===== config.mk =====
export PLATFORM = sky130hd
export DESIGN_NAME = xbus_gpio
export DESIGN_NICKNAME = d
export VERILOG_FILES = /design/src/rtl/xbus_gpio_pkg.sv /design/src/rtl/xbus_gpio_debounce.sv /design/src/rtl/xbus_gpio.sv
export SDC_FILE = /design/constraint.sdc
export NUM_CORES = 1
export LEC_CHECK = 0
export ABC_AREA = 1
export CORE_UTILIZATION = 35
export CTS_BUF_LIST = sky130_fd_sc_hd__clkbuf_2
export CTS_CLUSTER_SIZE = 20
export DETAILED_ROUTE_END_ITERATION = 6
export PLACE_DENSITY_LB_ADDON = 0.3
export SLEW_MARGIN = 20
export SYNTH_ARGS = -nofsm -noshare
export SYNTH_HDL_FRONTEND = slang
export SYNTH_SLANG_ARGS = --single-unit

===== constraint.sdc =====
create_clock -name clk -period 2.56 [get_ports clk]
set_input_delay 0.512 -clock clk [delete_from_list [all_inputs] [get_ports clk]]
set_output_delay 0.512 -clock clk [all_outputs]
set_load 0.01 [all_outputs]

===== src/rtl/xbus_gpio_pkg.sv =====
// xbus_gpio_pkg: xbus width macros, GPIO register offsets and register index type
`ifndef XBUS_CONFIG_VH
`define XBUS_CONFIG_VH
`define XADDRW 32
`define XDATAW 32
`define XBYTEC 4
`define GPIO_IN   3'd0
`define GPIO_OUT  3'd1
`define GPIO_SET  3'd2
`define GPIO_CLR  3'd3
`define GPIO_EDGE 3'd4
`define GPIO_IEN  3'd5
`endif

package xbus_gpio_pkg;
  typedef enum logic [2:0] {
    REG_IN   = `GPIO_IN,
    REG_OUT  = `GPIO_OUT,
    REG_SET  = `GPIO_SET,
    REG_CLR  = `GPIO_CLR,
    REG_EDGE = `GPIO_EDGE,
    REG_IEN  = `GPIO_IEN,
    REG_RSV6 = 3'd6,
    REG_RSV7 = 3'd7
  } reg_e;
  function automatic logic [`XDATAW-1:0] be_mask(input logic [`XBYTEC-1:0] be);
    return {{8{be[3]}}, {8{be[2]}}, {8{be[1]}}, {8{be[0]}}};
  endfunction
endpackage


===== src/rtl/xbus_gpio_debounce.sv =====
// gpio_debounce: 2-flop synchroniser plus optional tick-sampled debouncer (GPIO_DEBOUNCE_EN)
// Ports: clk, rst_n (async active-low), din (async pins), in_db (debounced value)
module gpio_debounce #(
  parameter int IN_W      = 8,
  parameter int DB_CYCLES = 50000
) (
  input  logic            clk,
  input  logic            rst_n,
  input  logic [IN_W-1:0] din,
  output logic [IN_W-1:0] in_db
);
  logic [IN_W-1:0] s1, s2;
  always_ff @(posedge clk or negedge rst_n)
    if (!rst_n) {s1, s2} <= '0;
    else {s1, s2} <= {din, s1};
`ifdef GPIO_DEBOUNCE_EN
  localparam int CW = $clog2(DB_CYCLES);
  logic [CW-1:0] cnt;
  logic [IN_W-1:0] prev, diff;
  logic tick;
  assign tick = cnt == CW'(DB_CYCLES - 1);
  assign diff = s2 ^ prev;
  // a bit is accepted only when two consecutive tick samples agree
  always_ff @(posedge clk or negedge rst_n)
    if (!rst_n) begin
      cnt   <= '0;
      prev  <= '0;
      in_db <= '0;
    end else begin
      cnt   <= tick ? '0 : cnt + 1'b1;
      prev  <= tick ? s2 : prev;
      in_db <= tick ? (s2 & ~diff) | (in_db & diff) : in_db;
    end
`else
  always_ff @(posedge clk or negedge rst_n)
    if (!rst_n) in_db <= '0;
    else in_db <= s2;
`endif
endmodule


===== src/rtl/xbus_gpio.sv =====
// xbus_gpio: xbus GPIO slave with set/clear outputs, sticky rising-edge flags and level irq
// Ports: clk, rst_n (async active-low); xbus_cs/we/be/addr/wdata/rdata slave bus;
// gpio_in (async pins), gpio_out (registered), irq (registered). Debounce via GPIO_DEBOUNCE_EN.
module xbus_gpio
  import xbus_gpio_pkg::*;
#(
  parameter int               IN_W      = 8,
  parameter int               OUT_W     = 8,
  parameter int               DB_CYCLES = 50000,
  parameter logic [OUT_W-1:0] OUT_RST   = '0
) (
  input  logic                clk,
  input  logic                rst_n,
  input  logic                xbus_cs,
  input  logic                xbus_we,
  input  logic [`XBYTEC-1:0]  xbus_be,
  input  logic [`XADDRW-1:0]  xbus_addr,
  input  logic [`XDATAW-1:0]  xbus_wdata,
  output logic [`XDATAW-1:0]  xbus_rdata,
  input  logic [IN_W-1:0]     gpio_in,
  output logic [OUT_W-1:0]    gpio_out,
  output logic                irq
);
  logic [IN_W-1:0] in_db, in_db_q, edge_q, ien, edge_clr;
  logic [OUT_W-1:0] out_n;
  logic [`XDATAW-1:0] bm, wd;
  logic wr, unused_ok;
  reg_e ra;
  gpio_debounce #(.IN_W(IN_W), .DB_CYCLES(DB_CYCLES)) u_db (
    .clk(clk), .rst_n(rst_n), .din(gpio_in), .in_db(in_db)
  );
  assign ra        = reg_e'(xbus_addr[4:2]);
  assign wr        = xbus_cs & xbus_we;
  assign bm        = be_mask(xbus_be);
  assign wd        = xbus_wdata & bm;
  assign edge_clr  = (wr && ra == REG_EDGE) ? wd[IN_W-1:0] : '0;
  assign unused_ok = ^{xbus_addr, xbus_wdata, wd, bm};
  always_comb
    out_n = !wr                ? gpio_out :
            ra == REG_OUT      ? (gpio_out & ~bm[OUT_W-1:0]) | wd[OUT_W-1:0] :
            ra == REG_SET      ? gpio_out | wd[OUT_W-1:0] :
            ra == REG_CLR      ? gpio_out & ~wd[OUT_W-1:0] : gpio_out;
  // in_db_q resets to 0 so a pin held high through reset still flags a rise
  always_ff @(posedge clk or negedge rst_n)
    if (!rst_n) begin
      gpio_out <= OUT_RST;
      in_db_q  <= '0;
      edge_q   <= '0;
      ien      <= '0;
      irq      <= 1'b0;
    end else begin
      gpio_out <= out_n;
      in_db_q  <= in_db;
      edge_q   <= (edge_q & ~edge_clr) | (in_db & ~in_db_q);
      ien      <= (wr && ra == REG_IEN) ? (ien & ~bm[IN_W-1:0]) | wd[IN_W-1:0] : ien;
      irq      <= |(edge_q & ien);
    end
  always_comb
    xbus_rdata = ra == REG_IN                                       ? `XDATAW'(in_db) :
                 (ra == REG_OUT || ra == REG_SET || ra == REG_CLR) ? `XDATAW'(gpio_out) :
                 ra == REG_EDGE                                     ? `XDATAW'(edge_q) :
                 ra == REG_IEN                                      ? `XDATAW'(ien) : '0;
endmodule


==> results of run 1 <==
==> synthesized netlist by cell type, drive strengths merged <==
master / n
nand2: 110
dfrtp: 57
buf: 26
inv: 18
o21ai: 15
nor2: 12
nand3: 10
nand4: 10
a21oi: 7
a22o: 4
conb: 1
==> per-stage QoR <==
| stage | power (mW) | cells | cell area [um2] |
|---|---|---|---|
| 3_3_place_gp | 1.350 | 417 | 2988 |
| 4_1_cts | 1.789 | 435 | 3074 |
| 3_5_place_dp | 1.356 | 417 | 2988 |
| 2_1_floorplan | 1.199 | 293 | 2535 |
| 6_report | 1.765 | 435 | 3074 |
| 5_1_grt | 1.881 | 435 | 3074 |
==> report_power, final <==
part	switching [mW]	internal [mW]
clock network	0.311	0.125
registers	0.0447	0.972
logic	0.164	0.148
total	0.520	1.24
==> layout by cell type, fill, tap and decap left out, drive strengths merged <==
cell type      synthesis  layout
inv                   18      18
nand4                 10      10
buf                   26      17
nand2                110     110
nor2                  12      12
conb                   1      24
clkdlybuf4s50          0      30
o21ai                 15      15
dfrtp                 57      57
clkbuf                 0      11
clkinv                 0       5
a22o                   4       4
dlygate4sd2            0       9
a21oi                  7       7
nand3                 10      10
==> worst register-to-register path: stages, from the launching register on <==
cell and delay [ns]:
dfrtp_1 0.42, a22o_1 0.25, nor2_1 0.15, nand2_1 0.08
==> what timing repair did <==
item	CTS	global route
gates resized for setup	11	0
setup endpoints to repair	8	0
buffers inserted	2	0
==> cell type report <==
| cell class | count | area, um2 |
|---|---|---|
| Clock inverter | 5 | 22.52 |
| Inverter | 18 | 67.56 |
| Multi-Input combinational cell | 192 | 853.3 |
| Timing Repair Buffer | 56 | 529.3 |
| Fill cell | 676 | 3720 |
| Tap cell | 96 | 120.1 |
| Clock buffer | 11 | 55.05 |
| Sequential cell | 57 | 1426 |
==> final timing paths <==
check | to | from | depth (start not counted)
hold / removal | edge_q[7] | rst_n | 1
hold reg to reg | u_db.in_db[3] | u_db.s2[3] | 0
min in group clk | u_db.in_db[3] | u_db.s2[3] | 0
setup reg to reg | irq | flop | 3
max in group asynchronous | edge_q[3] | rst_n | 2
setup / recovery | xbus_rdata[6] | xbus_addr[2] | 9
==> logic make-up (layout without fill, tap and decap cells) <==
| kind of cell | after synthesis | count (layout) |
|---|---|---|
| flops | 57 | 57 |
| compound gates | 26 | 26 |
| buf+inv | 44 | 90 |
| simple gates | 142 | 142 |
| other cells | 1 | 24 |
==> layer usage <==
metal / vias to the layer above / share of wire, % / GRT usage, %
li1: 944 / - / -
met1: 907 / 47 / 22.15
met2: 64 / 45 / 24.36
met3: 10 / 5.4 / 3.657
met4: 0 / 2.2 / 10.00
met5: - / 0 / 0
==> run summary, run 1 <==
Status: completed
RSZ-0062 raised after global routing: false
Worst-Margin Slew: 0.6137 ns
Post-Place Worst Slack: -0.2129 ns
Min Hold Slack: 0.03119 ns
PwrDens: 574.0 nW/um2
Detailed placement HPWL: 3.742 mm
CTS tree: yes
Die Ht: 85.64 um
Detailed Route Iter0 Violations: 170
CTS buffer count: 9
Fin nets: 414
N_diodes: 0
Total gr overflow: 0
Buffers plus inverters on the worst setup path: 5
Routed length per instance: 12.28 um
F_max: 0.4143 GHz
Synth top area cells: dfrtp_1 58%, nand2_1 17%, buf_4 7.7%
Clock Skew: 0.007759 ns
Initial antenna violation count: 0
IO Pins: 121
Via count: 1925
IO buf count: 40
Worst skew pair latency: 0.47 ns
Mapped cell area: 2449 um2
Synth Area in Compound Gates: 5.927%
Post-DRT Antenna Nets: 0
Largest family of logic cells by synthesized area: simple AND/OR/NAND/NOR gates
Startpoint class of the critical path: input port
Setup TNS Final: 0 ns
Mux contribution to synthesized area: 0%
Max_slew headroom: 59.08%
CP peak stage delay: 0.48 ns
DR vias/cell: 4.425
Flop-to-flop setup slack: 1.55 ns
Delay-heaviest family, CP: buffers and inverters
Vias in the first global route: 1842
Peak VDD IR: 0.0003068 V
Cell Chain, Critical Path: clkdlybuf4s50_1, inv_1, nor2_2, nand2_1, inv_1, buf_4, nand2_1, nand4_1, dlygate4sd2_1
Setup ws final: 0.1462 ns
Critical path fanouts, max: 4
Share of cells above drive strength 1: 12.39%
Starting density of the core: 36.04%
Die width: 85.64 um
Routed wire length: 5.343 mm
Die area: 7334 um2
CP Data Arrival Time: 1.90 ns
Core Region: 6794 um2
GRT Total Usage: 16.46%
CP endpoint kind: output pin
Final Critical Period: 2.414 ns
H-tree depth: 3
Drc violations: 0
Simple-gate share of the synthesized area: 25.04%
Area grow syn2layout: 25.55%
First-pass GRT wire length: 8.963 mm
Max cap viols: 0
Fin crit share: 94.29%
Cell taking the most area after synthesis: dfrtp_1
Final setup fails: 0
Largest net degree at the start of global routing: 32
CTS Buffer Depth: 2
Hold-fix buffers at CTS: 0
Post-synthesis adder-cell area fraction: 0%
Kind of critical path: in2out
Hold Path Class: in2async
Clock sinks: 57
Placer Congestion: 0.7656
Post-layout util: 45.25%
Post-synth cell types: 16
Sequential-to-total area share from yosys stat: 58.25%
Initial DRT Pass Iterations: 6
Root Driver: clkbuf_2
Hold violation total from the final report: 0
Pins Over Slew Limit: 0
Slowest CP cell: clkdlybuf4s50_1
Syn avg cell area: 9.069 um2
Yosys warnings: 0
Clock slew at the register clock pins of the worst setup and hold paths: 0.15 ns
Post-Synthesis Cells: 270
WP data required: 2.05 ns
Synthesized flop and latch total: 57
Lkg Pwr: 1.527 nW
Row cnt: 30
Synth Area in XOR/XNOR: 0%
Synth top area share: 58.25%
Power figures use the tool's default switching activity.
==> run 2, diff against run 1 <==
--- a/config.mk
+++ b/config.mk
@@ -6,11 +6,12 @@
 export NUM_CORES = 1
 export LEC_CHECK = 0
 export ABC_AREA = 1
+export CAP_MARGIN = 20
 export CORE_UTILIZATION = 35
 export CTS_BUF_LIST = sky130_fd_sc_hd__clkbuf_2
 export CTS_CLUSTER_SIZE = 20
 export DETAILED_ROUTE_END_ITERATION = 6
-export PLACE_DENSITY_LB_ADDON = 0.3
+export PLACE_DENSITY_LB_ADDON = 0.1
 export SLEW_MARGIN = 20
 export SYNTH_ARGS = -nofsm -noshare
 export SYNTH_HDL_FRONTEND = slang
==> run 2 against run 1 <==
  * Hold slack better by 0.33 ns
  * Total power rose by 5.6%
  * Clock power rose by 22%
  * Final cell count rose by 0.23%
  * Core utilization grew 0.61 points
  * Flip-flop and latch count is the same
  * Cell area up 1.3%
  * Routed wire length up 3.1%
  * Non-clock buffer count rose by 2
  * Sequential power hardly changed
  * Count of clock-buffer cells in the layout decreased by 1
  * Sequential share of layout area shrank 0.61 points
  * Largest cell class unchanged
==> run summary, run 2 (synthesis results as in run 1) <==
CP endpoint kind: output pin
Total gr overflow: 0 (unchanged)
IO buf count: 40 (unchanged)
Initial antenna violation count: 0 (unchanged)
CTS tree: yes
Max_slew headroom: 62.22% (+3.1 points)
Clock Skew: 0.01619 ns (+0.008432 ns)
Drc violations: 0 (unchanged)
Starting density of the core: 36.04% (unchanged)
Post-Place Worst Slack: -0.2337 ns (-0.02087 ns)
Clock sinks: 57 (unchanged)
Die Ht: 85.64 um (unchanged)
CTS buffer count: 9 (unchanged)
Share of cells above drive strength 1: 12.35% (-0.036 points)
DR vias/cell: 4.337 (-2.0%)
Routed wire length: 5.506 mm (+3.1%)
Placer Congestion: 0.7433 (-2.9%)
Row cnt: 30 (unchanged)
GRT Total Usage: 16.92% (+0.46 points)
Largest net degree at the start of global routing: 36 (+13%)
Worst skew pair latency: 0.46 ns (about the same)
GR peak layer: met2
Root Driver: clkbuf_2
Fillers: 708 (+4.7%)
Met1 GRT Util: 23.04% (+0.89 points)
Initial DRT Pass Iterations: 4 (-2)
Fin nets: 416 (+0.48%)
CP Data Arrival Time: 1.92 ns (+0.02 ns)
F_max: 0.4116 GHz (-0.64%)
Setup Buffers After CTS: 0 (-2)
Most frequent cells in the layout: 108 x nand2_1, 57 x dfrtp_1, 30 x clkdlybuf4s50_1
Max cap viols: 0 (unchanged)
Die width: 85.64 um (unchanged)
Die area: 7334 um2 (unchanged)
Setup ws final: 0.1306 ns (-0.01558 ns)
N_diodes: 0 (unchanged)
Core Region: 6794 um2 (unchanged)
Post-DRT Antenna Nets: 0 (unchanged)
WP data required: 2.05 ns (about the same)
Pins Over Slew Limit: 0 (unchanged)
Detailed placement HPWL: 3.773 mm (+0.85%)
Final setup fails: 0 (unchanged)
Most common cell after layout, fill and taps aside: nand2_1
Vias in the first global route: 1797 (-2.4%)
Status: completed
Placed cells: 420 (+0.72%)
Met3 usage: 5.775% (+2.1 points)
Final Critical Period: 2.429 ns (+0.01558 ns)
Fin crit share: 94.90% (+0.61 points)
Worst-Margin Slew: 0.5666 ns (-0.04710 ns)
H-tree depth: 3 (unchanged)
Peak VDD IR: 0.0002614 V (-15%)
Routed length per instance: 12.63 um (+2.8%)
Kind of critical path: in2out
Lkg Pwr: 1.550 nW (+1.5%)
IO Pins: 121 (unchanged)
Area grow syn2layout: 27.24%
Clock slew at the register clock pins of the worst setup and hold paths: 0.14 ns (about the same)
Critical path fanouts, max: 5 (+1)
Hold Path Class: reg2reg
Met2 Usage GRT: 25.31% (+0.95 points)
Hold violation total from the final report: 0 (unchanged)
CTS Buffer Depth: 2 (unchanged)
RSZ-0062 raised after global routing: false
Detailed Route Iter0 Violations: 92 (-46%)
Startpoint class of the critical path: input port
Finished Layout Cells: 436 (+0.23%)
First-pass GRT wire length: 8.990 mm (+0.30%)
Via count: 1891 (-1.8%)
PwrDens: 598.0 nW/um2 (+4.2%)
[run 2: layer usage]
layer | part of all wire, % | vias up
met2 | 44 | 77
met5 | 0 | -
met3 | 7.5 | 2
li1 | - | 943
met4 | 0.56 | 0
met1 | 48 | 869
[run 2: final cells by class]
type                    instances  area, um2  share of cell area, %
multi-input cells             192      853.3                  27.39
flip-flops and latches         57       1426                  45.78
clock inverters                 5      47.55                  1.526
repair buffers                 58      550.5                  17.67
well taps                      96      120.1                  3.855
inverters                      18      67.56                  2.169
clock buffers                  10      50.05                  1.606
[run 2: worst paths after layout]
path,from,end,slack [ns],cells past startpoint
worst min-delay path,u_db.s2[5],u_db.in_db[5],0.37,0
max in group asynchronous,rst_n,asynchronous set/reset pin,1.42,3
worst min register to register,u_db.s2[5],u_db.in_db[5],0.37,0
worst max-delay path,xbus_addr[4],xbus_rdata[1],0.13,7
min in group asynchronous,rst_n,in_db_q[3],0.56,2
worst max register to register,flop,irq,1.60,3
[run 2: stage by stage]
| step | power [mW] | hold WS (ns) | util [%] | area (um2) | setup TNS, ns |
|---|---|---|---|---|---|
| floorplan | 1.199 | 0.2164 | - | 2535 | 0 |
| global placement | 1.357 | 0.3327 | 44.31 | 3010 | -1.609 |
| detailed placement | 1.360 | 0.3347 | 44.31 | 3010 | -1.635 |
| CTS | 1.892 | 0.008977 | 45.64 | 3100 | 0 |
| global route | 1.980 | 0.3736 | 45.86 | 3115 | 0 |
| finish | 1.863 | 0.3653 | 45.86 | 3115 | 0 |
[run 2: where the power goes]
group          leakage [nW]  internal [mW]  switching, mW
clock network        0.0666          0.216          0.318
logic                 0.819          0.150          0.163
registers             0.664          0.972         0.0437
[run 2: worst max-delay path: stages]
cell             delay [ns]
clkdlybuf4s50_1        0.57
inv_1                  0.12
nor2_4                 0.12
buf_4                  0.16
nand2_1                0.06
nand4_1                0.10
dlygate4sd2_1          0.27
[run 2: timing repair]
item                       in CTS  in global routing
gates cloned                    0                  0
hold endpoints to repair        0                  8
hold buffers                    0                  1
gates resized for setup         9                  2
setup endpoints to repair       8                  5
pin swaps                       0                  0
